$ cat src/rtl/retospect_clockgen.sv
// retospect_clockgen: programmable decay-clock generator for the neuron fabric.
// It drives the shared clockbus. Each channel has a period (max+1 enabled
// cycles), a restart phase and a periodic/one-shot mode. All configuration is
// held in one serial shift chain at the head of the fabric bitstream.
module retospect_clockgen #(
    parameter int NUM_CH = 6,
    parameter int CNT_W  = 8
) (
    input  logic              clk,
    input  logic              reset,
    input  logic              reset_nn,
    input  logic              config_en,
    input  logic              bs_in,
    output logic              bs_out,
    input  logic              tick_en,
    output logic [NUM_CH+1:0] clockbus,
    output logic [NUM_CH-1:0] done
);

    // Layout of one channel inside the chain, counted from the entry point:
    // max MSB..LSB, phase MSB..LSB, mode.
    localparam int CH_BITS   = 2 * CNT_W + 1;
    localparam int CHAIN_LEN = NUM_CH * CH_BITS;

    genvar gi, gj;

    // Chain position 0 is next to bs_in. The last position (channel NUM_CH-1
    // mode) feeds bs_out.
    logic [CHAIN_LEN-1:0] chain_reg;

    // Counters stay idle after a full reset until the first network restart.
    // Otherwise the all-zero configuration (max=0) would pulse on every tick.
    logic armed_reg;

    logic [NUM_CH-1:0] pulse_vec;
    logic [NUM_CH-1:0] done_vec;

    // Configuration shift chain. A network restart has priority over shifting
    // and leaves any partially shifted bits in place.
    always_ff @(posedge clk) begin
        if (reset) begin
            chain_reg <= '0;
        end else if (!reset_nn && config_en) begin
            chain_reg <= {chain_reg[CHAIN_LEN-2:0], bs_in};
        end
    end

    // Arm the counters on the first network restart after a full reset.
    always_ff @(posedge clk) begin
        if (reset) begin
            armed_reg <= 1'b0;
        end else if (reset_nn) begin
            armed_reg <= 1'b1;
        end
    end

    assign bs_out = chain_reg[CHAIN_LEN-1];

    generate
        for (gi = 0; gi < NUM_CH; gi++) begin : g_ch
            localparam int BASE = gi * CH_BITS;

            logic [CNT_W-1:0] max_val;
            logic [CNT_W-1:0] phase_val;
            logic [CNT_W-1:0] start_val;
            logic             mode_val;
            logic [CNT_W-1:0] cnt_reg;
            logic             done_reg;
            logic             pulse_reg;

            // Fields are stored MSB-first along the shift path.
            for (gj = 0; gj < CNT_W; gj++) begin : g_bit
                assign max_val[CNT_W-1-gj]   = chain_reg[BASE+gj];
                assign phase_val[CNT_W-1-gj] = chain_reg[BASE+CNT_W+gj];
            end
            assign mode_val = chain_reg[BASE+2*CNT_W];

            // A phase beyond the wrap point is treated as a start from zero.
            assign start_val = (phase_val <= max_val) ? phase_val : '0;

            // Channel counter, one-shot latch and registered pulse.
            always_ff @(posedge clk) begin
                if (reset) begin
                    cnt_reg   <= '0;
                    done_reg  <= 1'b0;
                    pulse_reg <= 1'b0;
                end else if (reset_nn) begin
                    cnt_reg   <= start_val;
                    done_reg  <= 1'b0;
                    pulse_reg <= 1'b0;
                end else if (config_en) begin
                    pulse_reg <= 1'b0;
                end else if (tick_en && armed_reg) begin
                    if (done_reg) begin
                        pulse_reg <= 1'b0;
                    end else if (cnt_reg == max_val) begin
                        pulse_reg <= 1'b1;
                        cnt_reg   <= '0;
                        if (mode_val) begin
                            done_reg <= 1'b1;
                        end
                    end else begin
                        // If max was lowered below cnt, this wraps through
                        // all-ones back to zero.
                        cnt_reg   <= cnt_reg + {{(CNT_W-1){1'b0}}, 1'b1};
                        pulse_reg <= 1'b0;
                    end
                end else begin
                    pulse_reg <= 1'b0;
                end
            end

            assign pulse_vec[gi] = pulse_reg;
            assign done_vec[gi]  = done_reg;
        end
    endgenerate

    assign clockbus = {pulse_vec, 1'b1, 1'b0};
    assign done     = done_vec;

endmodule

$ cat config.mk
export PLATFORM = sky130hd
export DESIGN_NAME = retospect_clockgen
export DESIGN_NICKNAME = d
export VERILOG_FILES = /design/src/rtl/retospect_clockgen.sv
export SDC_FILE = /design/constraint.sdc
export NUM_CORES = 1
export LEC_CHECK = 0
export CAP_MARGIN = 15
export CELL_PAD_IN_SITES_DETAIL_PLACEMENT = 1
export CELL_PAD_IN_SITES_GLOBAL_PLACEMENT = 2
export CORE_MARGIN = 10
export CORE_UTILIZATION = 34
export CTS_CLUSTER_DIAMETER = 120
export CTS_CLUSTER_SIZE = 14
export DETAILED_ROUTE_END_ITERATION = 8
export PLACE_DENSITY_LB_ADDON = 0.1
export SLEW_MARGIN = 20
export SYNTH_ARGS = -nofsm -noshare
export SYNTH_HDL_FRONTEND = slang
export SYNTH_SLANG_ARGS = --single-unit
$ cat constraint.sdc
create_clock -name clk -period 2.15 [get_ports clk]
set_clock_uncertainty 0.15 [all_clocks]
set_input_delay 0.5375 -clock clk [delete_from_list [all_inputs] [get_ports clk]]
set_output_delay 0.5375 -clock clk [all_outputs]
set_load 0.03 [all_outputs]
# After elaboration in Yosys (flattened, before gate mapping)
# Cells that the tools add are included.
[word_totals]
regBits = 163
inputBits = 6
wordCells = 125
[classes]
add_sub_neg = 6
magnitude_cmp = 6
eq_ne = 13
muxes = 60
bitwise = 2
n_reduce_logical = 18
[ops]
columns = ["operator", "n"]
rows = [
  ["8-bit two-way mux", 36],
  ["8-bit by 1-bit adder with 8-bit output (second input constant)", 6],
  ["8-bit == test", 6],
  ["8-bit less-or-equal comparator", 6],
  ["5-bit OR reduction", 6],
  ["1-bit two-way mux", 24],
  ["3-bit AND reduction", 6],
  ["2-bit != test (second input constant)", 7],
  ["1-bit logical AND", 2],
  ["1-bit NOT", 2],
  ["2-bit AND reduction", 1],
  ["2-bit nonzero test", 1],
  ["2-bit OR reduction", 1],
  ["1-bit zero test", 1],
]

# Longest topological paths before layout
# Gate-level depths: netlist of the first run.
[logic_depth]
ltp_word = 6
depth_mapped = 9

# Worst setup path after synthesis of the first run
# Ideal clock, no wire load.
[synth_path]
path_type = "reg2reg"
start = "reg chain_reg[23]"
end = "reg g_ch[1].cnt_reg[0]"
t_arrival_ns = 1.920
required_ns = 1.940
setup_slack_ns = 0.021
stages_incl_launch_ff = 9
n_path_buf = 0
period_less_slack_ns = 2.129
cell_sequence = "dfxtp_1 > inv_1 > ha_1 > nor2b_1 > o211ai_1 > a21oi_1 > or4b_4 > a21oi_4 > a221o_1"
[synth_via]
elab_chain_cells = 6
word_cells_on_any_way = 8
cone_classes = "order compare: 1; eq/ne: 1; mux: 6"
[synth_rtl]
columns = ["item", "line", "text"]
rows = [
  ["from (decl)", "29", "logic [CHAIN_LEN-1:0] chain_reg;"],
  ["from (signal assigned)", "44", "chain_reg <= {chain_reg[CHAIN_LEN-2:0], bs_in};"],
  ["8-bit == test", "96", "end else if (cnt_reg == max_val) begin"],
  ["8-bit two-way mux", "96", ""],
  ["8-bit two-way mux", "94", "if (done_reg) begin"],
  ["8-bit two-way mux", "93", "end else if (tick_en && armed_reg) begin"],
  ["8-bit two-way mux", "91", "end else if (config_en) begin"],
  ["8-bit two-way mux (*)", "87", "end else if (reset_nn) begin"],
  ["to (signal assigned)", "88", "cnt_reg <= start_val;"],
  ["to (signal assigned)", "105", "cnt_reg <= cnt_reg + {{(CNT_W-1){1'b0}}, 1'b1};"],
  ["to (decl)", "67", "logic [CNT_W-1:0] cnt_reg;"],
]
# Mark *: on every way between the ends. The rest lies on a longest branch, timed or not. The select of a mux whose other input is x is not followed.
# A chain may end at the register's enable or synchronous reset.

# Worst setup path in the final report of the first run
[layout_path]
start = "reg chain_reg[23]"
end = "reg g_ch[1].cnt_reg[2]"
# Same word-level chain as after synthesis.

==> impl_metrics.env, run 1 <==
export IMPL_synth_cell_types=67
export IMPL_rows=58
export IMPL_die_area_um2=32100
export IMPL_fillCellCount=3029
export IMPL_port_buffers=18
export IMPL_ant_nets=0
export IMPL_path_buf_inv=1
export IMPL_violations="negative setup slack"
export IMPL_worstPathMaxFanout=8
export IMPL_routedWlPerCell_um=16.5
export IMPL_status="finished with violations"
export IMPL_clock_latency_ns=0.44
export IMPL_drive_gt1_share_pct=20.1
export IMPL_synth_nets=1130
export IMPL_ys_warnings_count=0
export IMPL_hold_path_class="flop to flop"
export IMPL_largest_register_ffs=102
export IMPL_rsz0062_at_grt="true"
export IMPL_power_density_nw_per_um2=613
export IMPL_hold_violations=0
export IMPL_die_h_um=179
export IMPL_synthCells=1070
export IMPL_htreeDepth=4
export IMPL_firstDrtPassIters=4
export IMPL_drt_iter0_drc=285
export IMPL_clkTransAtPathRegs_ns=0.07
export IMPL_leakage_nw=4.12
export IMPL_antenna_found_initial=0
export IMPL_place_congestion=0.801
export IMPL_critPathCaptureType="flop"
export IMPL_cts_inserted_buffers=17
export IMPL_finalNonFillerCells=1542
export IMPL_avgViaCountPerCell=4.97
export IMPL_path_class="flop to flop"
export IMPL_grt_pass1_wl_mm=42.0
export IMPL_synthTopCellsByCount="nand2_1 (238), dfxtp_1 (163), a21oi_1 (130), inv_1 (64), ha_1 (54)"
export IMPL_relSlewSlack_pct=62.3
export IMPL_synth_top_area_share_pct=37.9
export IMPL_ios=21
export IMPL_synth_most_common_cell="nand2_1"
export IMPL_period_minus_slack_ns=2.21
export IMPL_ys_seq_area_share_pct=37.9
export IMPL_start_util_pct=34.4
export IMPL_fmax_mhz=452
export IMPL_grt_pass1_vias=7959
export IMPL_drcViolationCount=0
export IMPL_syn_area_um2=8620
export IMPL_grt_max_degree=42
export IMPL_cp_top_family="compound AO/OA/AOI/OAI gates"
export IMPL_area_delta_synth_final_pct=26.7
export IMPL_synth_avg_cell_area_um2=8.05
export IMPL_ir_worst_vdd_uv=383
export IMPL_fin_ws_ns=-0.0625
export IMPL_ys_flop_type="dfxtp_1"
export IMPL_post_route_period_util_pct=103
export IMPL_core_um2=25000
export IMPL_drv_cap=0
export IMPL_clock_sinks=163
export IMPL_cp_arrival_ns=2.43
export IMPL_placed_cells=1505
export IMPL_synth_edf_count=0
export IMPL_ys_ff_latch=163
export IMPL_finalMaxSlewViolations=0
export IMPL_track_usage_pct=16.4
export IMPL_worstPathCellList="inv_2 > ha_4 > nor2b_1 > o211ai_1 > a21oi_1 > or4b_4 > a21oi_4 > a221o_1"
export IMPL_cp_start_kind="flop"
export IMPL_synth_largest_area_cell="dfxtp_1"
export IMPL_dp_hpwl_mm=19.4
export IMPL_synthArstFlopShare_pct=0
export IMPL_worst_slew_pin_slew_ns=0.561
export IMPL_totalWireLength_mm=25.5
export IMPL_holdWs_ns=0.319
export IMPL_timing_critical_path_slowest_stage_cell="or4b_4"
export IMPL_overflow=0
export IMPL_cts_tree="yes"
export IMPL_num_vias=7668
export IMPL_cts_root_buf="clkbuf_16"
export IMPL_cts_buffer_depth=2
export IMPL_num_nets_final=1258
export IMPL_setup_viol=8
export IMPL_synthTopCellsByArea="dfxtp_1 (38%), nand2_1 (10%), ha_1 (7.8%), a21oi_1 (7.5%), xnor2_1 (5.3%)"
export IMPL_die_x_um=179
export IMPL_max_stage_delay_ns=0.53
export IMPL_crit_required_ns=2.37
-- cell type report --
class | count | area [µm²] | share of cell area, %
antenna | 1 | 2.50 | 0.0229
tap | 330 | 413 | 3.78
multi-input combinational | 777 | 4860 | 44.5
inverter | 65 | 244 | 2.23
clock inverter | 11 | 154 | 1.41
sequential | 163 | 3280 | 30.0
clock buffer | 21 | 450 | 4.13
timing repair buffer | 174 | 1510 | 13.9
-- power by group --
group,switching (mW),internal [mW]
clock network,1.36,1.87
registers,0.00319,3.02
logic,0.266,0.169
total,1.63,5.06
-- through the flow --
stage	area, µm²	power, mW	utilization, %	setup TNS [ns]	setup WS [ns]
finish	10900	6.69	43.6	-0.329	-0.0625
global route	10900	6.93	43.6	-1.64	-0.176
CTS	10800	6.78	43.2	-0.729	-0.123
detailed placement	10200	3.53	40.7	-23.10	-0.607
global placement	10200	3.53	40.7	-20.89	-0.551
floorplan	8620	3.31	-	0	0.0205
-- timing repair --
item	in CTS	in global routing
pin swaps	7	20
gates resized for setup	19	29
endpoints found under the setup margin	41	32
hold buffers	0	0
setup buffers	1	4
-- metal layers --
layer,vias up,wire (µm),global-route usage [%]
li1,3934,-,-
met1,3673,13500,22.9
met2,45,11300,25.7
met3,16,468,2.74
met4,0,200,3.83
met5,-,0,0
-- kinds of logic (layout without fill, tap and decap cells) --
| family | count (synthesis) | in the layout | share of synthesized area (%) |
|---|---|---|---|
| DFF | 163 | 163 | 37.9 |
| AOI/OAI and AO/OA | 247 | 247 | 18.4 |
| xor gates and xnor gates | 55 | 55 | 5.59 |
| buffers and inverters | 130 | 271 | 6.90 |
| and+or+nand+nor | 416 | 416 | 23.0 |
| muxes | 3 | 3 | 0.363 |
| adders and majority gates | 54 | 54 | 7.84 |
| other | 2 | 3 | 0.0871 |
-- tightest hold or removal path: stages, from the launching register on --
cell     delay, ns
dfxtp_1       0.32
nand2_1       0.06
a21oi_1       0.05
-- cells in the final DEF (no fill, tap or decap), types with 14 or more instances in the layout --
| cell type | instances |
|---|---|
| a21oi_1 | 129 |
| dfxtp_1 | 150 |
| nor3_1 | 16 |
| nand4_1 | 21 |
| nand2_1 | 237 |
| nor2_1 | 36 |
| clkbuf_16 | 17 |
| buf_4 | 142 |
| xnor2_1 | 52 |
| inv_1 | 62 |
| buf_12 | 14 |
| a221o_1 | 22 |
| nand3_1 | 25 |
| ha_1 | 51 |
-- path summary, 6_finish.rpt --
kind / startpoint / to / slack (ns) / cells after the start
max reg2reg: chain_reg[23] / g_ch[1].cnt_reg[2] / -0.06 / 8
min: chain_reg[15] / chain_reg[16] / 0.32 / 2
min reg2reg: chain_reg[15] / chain_reg[16] / 0.32 / 2
max: chain_reg[23] / g_ch[1].cnt_reg[2] / -0.06 / 8
No activity file was read; power rests on OpenSTA's default activity.
==> inputs of run 2 (changes only) <==
- HOLD_SLACK_MARGIN: default -> 0.06
==> results of run 2 <==
The final DEF is identical to that of run 1; final timing and power are the same.
